[config.mk]
export PLATFORM = sky130hd
export DESIGN_NAME = fetch_stage
export DESIGN_NICKNAME = d
export VERILOG_FILES = /design/src/rtl/fetch_stage.sv
export SDC_FILE = /design/constraint.sdc
export NUM_CORES = 1
export LEC_CHECK = 0
export ABC_CLOCK_PERIOD_IN_PS = 6400
export CAP_MARGIN = 20
export CORE_MARGIN = 2
export CORE_UTILIZATION = 35
export CTS_CLUSTER_SIZE = 25
export DETAILED_ROUTE_END_ITERATION = 10
export GPL_ROUTABILITY_DRIVEN = 0
export HOLD_SLACK_MARGIN = 0.12
export PLACE_DENSITY = 0.65
export SLEW_MARGIN = 20
export SYNTH_ARGS = -nofsm -noshare
export SYNTH_HDL_FRONTEND = slang
export SYNTH_SLANG_ARGS = --single-unit
export TNS_END_PERCENT = 100
[constraint.sdc]
create_clock -name Clk -period 6.4 [get_ports Clk]
set_input_delay 1.28 -clock Clk [delete_from_list [all_inputs] [get_ports Clk]]
set_output_delay 1.28 -clock Clk [all_outputs]
set_load 0.02 [all_outputs]
[src/rtl/fetch_stage.sv]
// MIPS instruction-fetch stage: owns the PC, reads instruction memory over req/ack,
// buffers words in a 2-entry FIFO and handles taken-branch redirects and discards.
module fetch_stage #(
  parameter logic [31:0] RESET_PC   = 32'h0000_0000,
  parameter int          FIFO_DEPTH = 2
) (
  input  logic        Clk,
  input  logic        Rst_n,
  output logic        imemReq,
  output logic [31:0] imemAddr,
  input  logic        imemAck,
  input  logic [31:0] imemData,
  output logic [31:0] instruction,
  output logic [31:0] pcPlus4,
  output logic        instValid,
  input  logic        decodeReady,
  input  logic        branchTaken,
  input  logic [31:0] branchTarget
);

  localparam logic [1:0] FULL = 2'(FIFO_DEPTH);

  typedef enum logic [1:0] {IDLE, REQ, DISCARD} state_t;

  state_t      state;
  logic [31:0] pc;
  logic [31:0] req_addr;
  logic [1:0]  count;
  logic [1:0]  count_nx;
  logic [31:0] data_mem [2];
  logic [31:0] pcp4_mem [2];
  logic        rd_ptr;
  logic        wr_ptr;
  logic        push;
  logic        pop;
  logic [31:0] pc_inc;
  logic [31:0] target_al;

  always_comb begin
    pop       = (count != 2'd0) && decodeReady;
    push      = (state == REQ) && imemAck && !branchTaken;
    count_nx  = count + 2'(push) - 2'(pop);
    pc_inc    = pc + 32'd4;
    target_al = branchTarget & ~32'd3;
  end

  // Request address is latched on entry to REQ so it never moves mid-request,
  // including while an abandoned read drains in DISCARD.
  always_ff @(posedge Clk or negedge Rst_n) begin
    if (!Rst_n) begin
      state       <= IDLE;
      pc          <= RESET_PC;
      req_addr    <= RESET_PC;
      count       <= 2'd0;
      rd_ptr      <= 1'b0;
      wr_ptr      <= 1'b0;
      data_mem[0] <= 32'd0;
      data_mem[1] <= 32'd0;
      pcp4_mem[0] <= 32'd0;
      pcp4_mem[1] <= 32'd0;
    end else if (branchTaken) begin
      pc     <= target_al;
      count  <= 2'd0;
      rd_ptr <= 1'b0;
      wr_ptr <= 1'b0;
      if (state != IDLE && !imemAck) begin
        state <= DISCARD;
      end else begin
        state    <= REQ;
        req_addr <= target_al;
      end
    end else begin
      count <= count_nx;
      if (push) begin
        data_mem[wr_ptr] <= imemData;
        pcp4_mem[wr_ptr] <= pc_inc;
        wr_ptr           <= ~wr_ptr;
      end
      if (pop) rd_ptr <= ~rd_ptr;
      case (state)
        IDLE: begin
          if (count_nx < FULL) begin
            state    <= REQ;
            req_addr <= pc;
          end
        end
        REQ: begin
          if (imemAck) begin
            pc       <= pc_inc;
            req_addr <= pc_inc;
            if (count_nx >= FULL) state <= IDLE;
          end
        end
        DISCARD: begin
          if (imemAck) begin
            state    <= REQ;
            req_addr <= pc;
          end
        end
        default: state <= IDLE;
      endcase
    end
  end

  assign imemReq     = (state != IDLE);
  assign imemAddr    = req_addr;
  assign instValid   = (count != 2'd0);
  assign instruction = data_mem[rd_ptr];
  assign pcPlus4     = pcp4_mem[rd_ptr];

  a_no_overflow: assert property (@(posedge Clk) disable iff (!Rst_n) !(push && count >= FULL));

endmodule

### After elaboration in Yosys (flattened, before gate mapping)

Index checks and enable logic that the tools add are counted.

* add/sub/neg operators: 3
* $mul: 0
* div/mod/pow operators: 0
* order comparisons: 5
* equality and inequality tests: 7
* shifts and indexed selects: 0
* mux-type cells: 30
* bitwise operators: 5
* reduce and logical (&&, ||, !) cells: 19

Operators by type and width (number)
* 32-bit two-way mux: 14
* 64-bit bitwise mux: 2
* 32-bit one-hot mux with 3 select lines: 1
* 32-bit by 3-bit adder with 32-bit output (second input constant): 1
* 32-bit demux with 1-bit select: 1
* 2-bit two-way mux: 7
* 2-bit nonzero test: 6
* 3-bit inequality test (second input constant): 3
* 2-bit greater-or-equal comparator (second input constant): 3
* 2-bit one-hot mux with 3 select lines: 1
* 1-bit logical AND: 5
* 5-bit AND reduction: 1
* 1-bit two-way mux: 4
* 1-bit NOT with 2-bit output: 2
* 2-bit AND reduction: 2
* 4-bit AND reduction: 1
* 4-bit nonzero test: 1
* 3-bit by 2-bit inequality test with 1-bit output (second input constant): 1
* 1-bit NOT: 3
* 2-bit by 1-bit adder with 2-bit output: 1
* 2-bit by 1-bit equality test with 1-bit output (second input constant): 1
* 2-bit equality test (second input constant): 1
* 1-bit zero test: 2
* 2-bit zero test: 1
* other kinds (4): 4

* register bits: 198
* latch bits: 0
* RAM bits: 0
* bits in read-only memories: 0
* output and inout port bits: 98
* memories kept: 0

### Longest topological paths before layout

Gate-level depths: netlist of the first run.

* depth after elaboration: 10
* depth in mapped cells: 13
* gate-level depth less buffers: 10

### Worst setup path after synthesis of the first run

Ideal clock, no wire load.

* path kind: input-to-reg
* from: in branchTaken
* to: reg req_addr[30], in the netlist imemAddr[30]
* library setup time: 0.094 ns
* arrival: 3.344 ns
* data required time: 6.306 ns
* setup slack: 2.962 ns
* stages on the path: 12
* cells stage by stage: nor3b_2 -> nand2_1 -> ha_1 -> inv_1 -> ha_1 -> xnor3_1 -> nor4_1 -> or3_1 -> buf_2 -> buf_2 -> nor2_1 -> a211oi_1

* word-level cells in the longest chain between the ends: 7
* elaborated cells on any way between the ends: 12

RTL lines
* start: declaration: line 17 `input logic branchTaken,`
* 1-bit zero test: line 41 `push = (state == REQ) && imemAck && !branchTaken;`
* 1-bit logical AND: line 41
* 2-bit by 1-bit adder with 2-bit output: line 42 `count_nx = count + 2'(push) - 2'(pop);`
* 2-bit by 1-bit subtractor with 2-bit output: line 42
* 2-bit less-than comparator: line 82 `if (count_nx < FULL) begin`
* 3-bit inequality test (no line)
* 5-bit AND reduction (no line)
* end signal: assignment: line 84 `req_addr <= pc;`
* end signal: assignment: line 90 `req_addr <= pc_inc;`
* end signal: assignment: line 97 `req_addr <= pc;`
* end: declaration: line 27 `logic [31:0] req_addr;`

Several ways; a longest one is shown, not always the timed one.
A chain may end at the register's enable or synchronous reset.

### Worst setup path in the final report of the first run

* from: in imemAck
* to: reg req_addr[23], in the netlist imemAddr[23]

* word-level cells in the longest chain between the ends: 7
* elaborated cells on any way between the ends: 12

RTL lines
* start: declaration: line 11 `input logic imemAck,`
* 1-bit logical AND (2 in a row): line 41
* 2-bit by 1-bit adder with 2-bit output: line 42
* 2-bit by 1-bit subtractor with 2-bit output: line 42
* 2-bit less-than comparator: line 82
* 3-bit inequality test (no line)
* 5-bit AND reduction (no line) *

Mark *: on every way between the ends. The rest lies on a longest branch, timed or not.

==> flow_summary.yaml, run 1 <==
clock_tree:
  cts_buffers: 17
  tritoncts: "built"
  root_buffer: "clkbuf_16"
  postCtsSetupRepairBufs: 0
  ctsLongestPathBuffers: 2
  cts.sinks: 191
  cts_max_level: 4
  clk_pin_slew_ns: 0.07
  insertion_delay_ns: 0.44
  cts_hold_buf: 0
  cts-resized-gates: 0
final_layout:
  fill_cells: 2533
  seqCellArea_mm2: 0.00478
  syn_to_final_growth_pct: 25.8
  multi_input_area_mm2: 0.00448
  finalNetCount: 1095
  final_util: 0.448
  drive_gt1_frac: 0.196
  diodes: 0
synth:
  yosys_most_used_dff: "dfrtp_1"
  synthCells: 908
  async_flop_share: 1.00
  ys_seq_elements: 191
  synth_cell_type_count: 56
  yosysTopAreaCellShare: 0.498
  syn_avg_cell_area_um2: 10.6
  synth_most_common_cell: "dfrtp_1"
  synth_warnings: 0
  synth_area_mm2: 0.00959
  synth_seq_area_share: 0.498
  yosys-top-cells-count: "191 x dfrtp_1, 138 x mux2_2, 93 x nand2_1, 75 x nor2_1, 72 x o21ai_0"
  ys_top_cells_by_area: "dfrtp_1 50%, mux2_2 16%, o21ai_0 3.8%, nand2_1 3.6%, xnor2_1 3.0%"
  yosysTopAreaCell: "dfrtp_1"
  synth_edf_count: 0
worst_setup_path:
  r2r-start: "state[0]"
  cp.arrival_ns: 4.78
  slowest_stage: "clkdlybuf4s50_1"
  end_kind: "flip-flop"
  cp_num_buf_inv: 3
  worstPathCellList: "clkdlybuf4s50_1 > nand2_1 > ha_1 > inv_1 > ha_1 > xnor3_1 > nor4_1 > or3_1 > buf_4 > nand2_1 > o211ai_2"
  start_kind: "primary input"
  rr_endpoint: "imemAddr[23]"
  slowest_delay_ns: 0.73
  required_ns: 6.76
  cp_top_family: "simple AND/OR/NAND/NOR gates"
  path_max_fanout: 23
  critical_path_class: "primary input to flip-flop"
  regToRegSetupSlack_ns: 2.66
  r2r_cells: 12
global_route:
  grt_max_degree: 92
  grt_pass1_wl_um: 38300
  grtUsageMet3: 0.0343
  gr-usage-met2: 0.263
  grt_busiest_layer: "met2"
  gr-total-overflow: 0
  use_met1: 0.242
  first_global_vias: 6921
  grt.total_usage: 0.170
  antenna_found_initial: 0
timing:
  skew_ns: 0.0121
  fin_crit_ns: 4.42
  finalCritPeriodShare: 0.691
  setup_violations: 0
  finalSetupTns_ns: 0
  relSlewSlack: 0.280
  rsz0062_at_grt: "false"
  hold_viol_final: 0
  maxSlewViolCount: 0
  fmax_mhz: 226
  worst_slew_pin_slew_ns: 1.08
power_and_ir_drop:
  p_leak_uw: 0.00486
  peakVddDrop_uv: 201
  powerDensity_mw_per_mm2: 468
worst_hold_path:
  hold_start: "pcp4_mem[19]"
  min_delay_path_depth: 2
  hold_class: "flip-flop to flip-flop"
  min_to: "pcp4_mem[19]"
flow_run:
  cap_violations: 0
run_status:
  status: "finished, final reports clean"
floorplan:
  die-area_mm2: 0.0287
  initial_core_util: 0.356
  num_rows: 60
  die_w_um: 170
  top_level_ports: 167
  core-area_mm2: 0.0270
  fp.dieH_um: 170
route:
  post_drt_wl_per_cell_um: 17.5
  viasPerCell: 5.12
  drtIter0Drc: 455
  ant_nets: 0
  finalWirelength_um: 24100
  drcViolationCount: 0
  vias: 7046
  firstDrtPassIters: 5
place:
  port_buffers: 162
  dpl.hpwl_um: 16500
==> area by class of cell <==
class	count	share of cell area
Sequential cell	191	0.396
Multi-Input combinational cell	633	0.371
Timing Repair Buffer	173	0.142
Clock buffer	21	0.0382
Tap cell	341	0.0354
Clock inverter	11	0.0146
Inverter	7	0.00218
==> layer usage <==
metal / part of all wire / routed length (µm)
met2: 0.44 / 10700
met1: 0.50 / 12000
met5: 0 / 0
met3: 0.047 / 1130
met4: 0.014 / 337
==> logic make-up after synthesis <==
| logic type | after synthesis | share of synthesized area |
|---|---|---|
| adders and majority gates | 3 | 0.00391 |
| muxes | 147 | 0.171 |
| xor gates and xnor gates | 64 | 0.0599 |
| other | 1 | 0.000391 |
| AOI/OAI and AO/OA | 143 | 0.0891 |
| and+or+nand+nor | 274 | 0.139 |
| buffers and inverters | 85 | 0.0380 |
| DFF | 191 | 0.498 |
==> how the worst max path moves through the flow <==
| stage | startpoint | to | slack [ns] | cells after the start |
|---|---|---|---|---|
| after floorplan | branchTaken | imemAddr[30] | 2.96 | 12 |
| after global placement | imemAck | imemAddr[11] | 1.59 | 10 |
| after detailed placement | imemAck | imemAddr[17] | 1.50 | 10 |
| after CTS | imemAck | imemAddr[23] | 1.96 | 11 |
| after global routing | imemAck | imemAddr[23] | 1.71 | 11 |
| final | imemAck | imemAddr[23] | 1.98 | 11 |
==> stage by stage <==
| stage | hold WS [ns] | power [µW] | instances | area [µm²] | setup WS, ns |
|---|---|---|---|---|---|
| after detailed placement | 0.465 | 4530 | 1345 | 11400 | 1.50 |
| after CTS | 0.480 | 5710 | 1377 | 12100 | 1.96 |
| final | 0.477 | 5640 | 1377 | 12100 | 1.98 |
| after global routing | 0.503 | 5980 | 1377 | 12100 | 1.71 |
| after global placement | 0.455 | 4480 | 1345 | 11400 | 1.59 |
| after floorplan | 0.444 | 3440 | 909 | 9590 | 2.96 |
==> report_power, final <==
part / internal, µW / switching, µW
clock: 681 / 480
combinational: 1250 / 1190
sequential: 1710 / 326
==> worst register-to-register path, delay by kind of cell, from the launching register on <==
kind	cells	cell delay [ns]
buffers and inverters	3	0.63
DFF	1	0.52
AOI/OAI and AO/OA	1	0.07
adders and majority gates	2	0.51
xor gates and xnor gates	1	0.25
and+or+nand+nor	5	1.69
==> layout by cell type, fill, tap and decap left out, drive strengths merged, types with 5 or more instances in the layout <==
cell,netlist,routed
dfrtp,191,191
clkdlybuf4s50,0,160
mux2,138,138
nand2,93,93
o21ai,76,76
nor2,75,75
xnor2,33,33
xor2,30,30
a21oi,29,29
nor3,22,22
clkbuf,48,22
nand3,18,18
nand4,15,15
buf,30,12
nor4,11,11
inv,7,10
mux2i,9,9
and2,8,8
and4,6,6
a31oi,6,6
o221a,6,6
a41oi,6,6
a211oi,6,6
nand3b,5,5
==> registers in the layout, indices dropped and copies added, names as in the netlist <==
register and cells:
imemAddr 31, pc 30, pcp4_mem 60, data_mem 64, wr_ptr 1, state 2
count 2, rd_ptr 1
No activity file was read; power rests on OpenSTA's default activity.
==> inputs of run 2 (changes only) <==
Settings changed: ABC_CLOCK_PERIOD_IN_PS 6400 to 4580.
Clock period 6.4 ns to 4.58 ns, I/O delays scaled along.
==> flow_summary.yaml, run 2 (synthesis results as in run 1) <==
run_status:
  status: "finished, final reports clean"
clock_tree:
  root_buffer: "clkbuf_16"
  cts-resized-gates: 0
  ctsLongestPathBuffers: 2
  cts_max_level: 4
  tritoncts: "built"
  insertion_delay_ns: 0.43
  cts.sinks: 191
  cts_buffers: 17
  postCtsSetupRepairBufs: 0
  cts_hold_buf: 0
  clk_pin_slew_ns: 0.08
route:
  viasPerCell: 5.10
  drtIter0Drc: 362
  finalWirelength_um: 24000
  firstDrtPassIters: 5
  ant_nets: 0
  post_drt_wl_per_cell_um: 17.4
  vias: 7049
  drcViolationCount: 0
timing:
  relSlewSlack: 0.288
  finalSetupTns_ns: 0
  fmax_mhz: 284
  maxSlewViolCount: 0
  worst_slew_pin_slew_ns: 1.07
  skew_ns: 0.0155
  finalCritPeriodShare: 0.767
  rsz0062_at_grt: "false"
  setup_violations: 0
  fin_crit_ns: 3.52
  hold_viol_final: 0
global_route:
  gr-total-overflow: 0
  grt.total_usage: 0.169
  grt_max_degree: 107
  grt_pass1_wl_um: 37800
  antenna_found_initial: 0
  first_global_vias: 6878
worst_setup_path:
  cp.arrival_ns: 2.60
  start_kind: "flip-flop"
  path_max_fanout: 37
  end_kind: "output pin"
  r2r_cells: 11
  required_ns: 3.66
  critical_path_class: "flip-flop to output pin"
final_layout:
  drive_gt1_frac: 0.201
  finalNetCount: 1100
  syn_to_final_growth_pct: 26.3
  layout_commonest_cell: "dfrtp_1"
  diodes: 0
  largest_register: "data_mem"
  seqCellArea_mm2: 0.00478
  fill_cells: 2534
  multi_input_area_mm2: 0.00448
  largest_register_ffs: 64
  final_cell_mix: "190 x dfrtp_1, 160 x clkdlybuf4s50_1, 138 x mux2_2, 93 x nand2_1, 74 x nor2_1"
floorplan:
  top_level_ports: 167
  fp.dieH_um: 170
  die-area_mm2: 0.0287
  initial_core_util: 0.356
  core-area_mm2: 0.0270
  die_w_um: 170
  num_rows: 60
worst_hold_path:
  min_delay_path_depth: 2
  hold_class: "flip-flop to flip-flop"
flow_run:
  cap_violations: 0
power_and_ir_drop:
  p_int_uw: 5050
  pwr-share-clk: 0.199
  powerDensity_mw_per_mm2: 646
  peakVddDrop_uv: 277
  p_total_uw: 7830
  p_sw_frac: 0.355
  pwr-share-comb: 0.439
  seq_power_share: 0.362
  p_switching_uw: 2780
  p_leak_uw: 0.00487
place:
  port_buffers: 162
  dpl.hpwl_um: 16600
[run 2: cell count changes in the layout (fill, tap and decap cells not counted)]
cell        before  now
clkbuf_1         2    1
inv_6            3    2
clkinvlp_4       1    3
buf_12           1    3
bufinv_16        4    3
clkinv_2         1    2
buf_4           10   13
[run 2: worst max-delay path, cell delays in order (launching register included)]
cell             delay (ns)
dfrtp_2                0.86
buf_12                 0.31
mux2_2                 0.37
clkdlybuf4s50_1        0.58
[run 2: per-stage QoR]
step / setup WS (ns) / utilization / cells / hold WS, ns / instance area, µm²
after floorplan: 1.51 / - / 909 / 0.444 / 9590
after global placement: 0.883 / 0.427 / 1350 / 0.454 / 11500
after detailed placement: 0.835 / 0.427 / 1350 / 0.464 / 11500
after CTS: 1.01 / 0.449 / 1382 / 0.479 / 12100
after global routing: 0.950 / 0.449 / 1382 / 0.492 / 12100
final: 1.06 / 0.449 / 1382 / 0.474 / 12100
[run 2: final timing paths]
| check | from | end | slack, ns |
|---|---|---|---|
| worst max-delay path | rd_ptr | pcPlus4[18] | 1.06 |
| worst min-delay path | pcp4_mem[17] | pcp4_mem[17] | 0.47 |
| worst max register to register | state[0] | imemAddr[4] | 1.32 |
| worst min register to register | pcp4_mem[17] | pcp4_mem[17] | 0.47 |
| max in group asynchronous | Rst_n | data_mem[8] | 3.07 |
| min in group asynchronous | Rst_n | data_mem[25] | 0.54 |
[run 2: area by class of cell]
cell class,instances,share of cell area
clock inverter,12,0.0130
clock buffer,20,0.0377
tap,341,0.0352
timing repair buffer,178,0.147
inverter,7,0.00217
multi-input combinational,633,0.370
sequential,191,0.395
[run 2: metal layers]
metal | track usage | wire (µm) | up-vias
met5 | 0 | 0 | -
met4 | 0.0401 | 252 | 0
met3 | 0.0352 | 1210 | 21
met2 | 0.265 | 10900 | 213
met1 | 0.239 | 11600 | 3411
li1 | - | - | 3404
[run 2: power by group through the flow]
stage	Clock, µW	Combinational, µW	Sequential (µW)
floorplan	0	1980	2820
CTS	1600	3490	2840
global placement	0	3430	2840
detailed placement	0	3470	2870
finish	1560	3440	2830
global route	1670	3690	2930
==> inputs of run 3 (changes only) <==
Settings changed: ABC_CLOCK_PERIOD_IN_PS 4580 to 3250.
Clock period 4.58 ns to 3.25 ns, I/O delays scaled along.
==> flow_summary.yaml, run 3 (synthesis results as in run 1) <==
timing:
  maxSlewViolCount: 0
  worst_slew_pin_slew_ns: 1.02
  timing.final.ws_setup_ns: 0.254
  setup_violations: 0
  rsz0062_at_grt: "false"
  hold_viol_final: 0
  finalCritPeriodShare: 0.922
  skew_ns: 0.0129
  fin_crit_ns: 3.00
  relSlewSlack: 0.323
  fmax_mhz: 334
  hold_slack_ns: 0.304
worst_setup_path:
  required_ns: 3.54
  rr_endpoint: "imemAddr[12]"
  crit_start: "count[1]"
  cp-endpoint: "imemAddr[12]"
  end_kind: "flip-flop"
  r2r_cells: 10
  cp.arrival_ns: 3.29
  regToRegSetupSlack_ns: 0.25
  path_max_fanout: 24
  r2r-start: "count[1]"
  start_kind: "flip-flop"
  critical_path_class: "flip-flop to flip-flop"
clock_tree:
  cts_buffers: 17
  postCtsSetupRepairBufs: 0
  tritoncts: "built"
  cts-resized-gates: 0
  insertion_delay_ns: 0.43
  cts.sinks: 191
  cts_hold_buf: 0
  root_buffer: "clkbuf_16"
  ctsLongestPathBuffers: 2
  cts_max_level: 4
  clk_pin_slew_ns: 0.08
global_route:
  grt_max_degree: 97
  gr-total-overflow: 0
  grt.total_usage: 0.173
  grt_pass1_wl_um: 38800
  antenna_found_initial: 0
  first_global_vias: 7018
route:
  firstDrtPassIters: 5
  vias: 7186
  drtIter0Drc: 560
  finalWirelength_um: 24500
  drcViolationCount: 0
  ant_nets: 0
  viasPerCell: 5.13
  post_drt_wl_per_cell_um: 17.5
floorplan:
  die_w_um: 170
  die-area_mm2: 0.0287
  top_level_ports: 167
  initial_core_util: 0.356
  num_rows: 60
  core-area_mm2: 0.0270
  fp.dieH_um: 170
place:
  dpl.hpwl_um: 17200
  port_buffers: 162
  preCtsSetupSlack_ns: -0.0824
  placed_area_mm2: 0.0116
run_status:
  status: "finished, final reports clean"
power_and_ir_drop:
  peakVddDrop_uv: 393
  powerDensity_mw_per_mm2: 900
  p_leak_uw: 0.00496
flow_run:
  cap_violations: 0
final_layout:
  largest_register: "data_mem"
  drive_gt1_frac: 0.216
  syn_to_final_growth_pct: 27.6
  stdcell_area_mm2: 0.0122
  largest_register_ffs: 64
  diodes: 0
  layout_commonest_cell: "dfrtp_1"
  final_cell_mix: "190 x dfrtp_1, 160 x clkdlybuf4s50_1, 138 x mux2_2, 93 x nand2_1, 74 x nor2_1"
  finalNetCount: 1119
worst_hold_path:
  hold_class: "primary input to asynchronous set/reset pin"
==> run 3: final cells by class <==
class / count / area (µm²)
clock buffer: 18 / 439
clock inverter: 14 / 146
fill: 2529 / 14700
inverter: 7 / 26.3
multi-input combinational: 633 / 4480
sequential: 191 / 4780
tap: 341 / 427
timing repair buffer: 197 / 1930
==> run 3: worst min-delay path by stage <==
stage	from	endpoint	slack, ns	cells past startpoint
6_report	Rst_n	data_mem[55]	0.30	1
5_1_grt	Rst_n	data_mem[55]	0.35	1
4_1_cts	Rst_n	data_mem[55]	0.32	1
3_5_place_dp	pcp4_mem[24]	pcp4_mem[24]	0.46	2
3_3_place_gp	pcp4_mem[15]	pcp4_mem[15]	0.45	2
2_1_floorplan	Rst_n	count[0]	0.35	0
==> run 3: critical path: stages, from the launching register on <==
cell     delay, ns
dfrtp_1       0.39
or2_2         0.31
and2_1        0.18
ha_1          0.29
inv_1         0.06
ha_1          0.15
xnor3_1       0.27
nor4_1        0.44
or3_1         0.32
buf_4         0.31
o21ai_0       0.14
==> run 3: where the power goes <==
group / internal [µW] / total, µW / switching [µW]
sequential: 3370 / 3940 / 570
combinational: 2540 / 4980 / 2430
clock: 1110 / 2100 / 993
total: 7020 / 11000 / 4000
==> run 3: per-stage QoR <==
stage / TNS [ns] / total power, µW / cells / util
global placement: 0 / 8910 / 1369 / 0.432
global route: 0 / 11700 / 1401 / 0.454
CTS: 0 / 11200 / 1401 / 0.454
floorplan: 0 / 6770 / 909 / -
finish: 0 / 11000 / 1401 / 0.454
detailed placement: -0.954 / 9010 / 1369 / 0.432
==> run 3: per-layer routing <==
metal  global-route usage  vias up  part of all wire
li1                     -     3447                 -
met3               0.0441       25             0.063
met1                0.241     3477              0.47
met5                    0        -                 0
met4               0.0438        0             0.014
met2                0.269      237              0.45
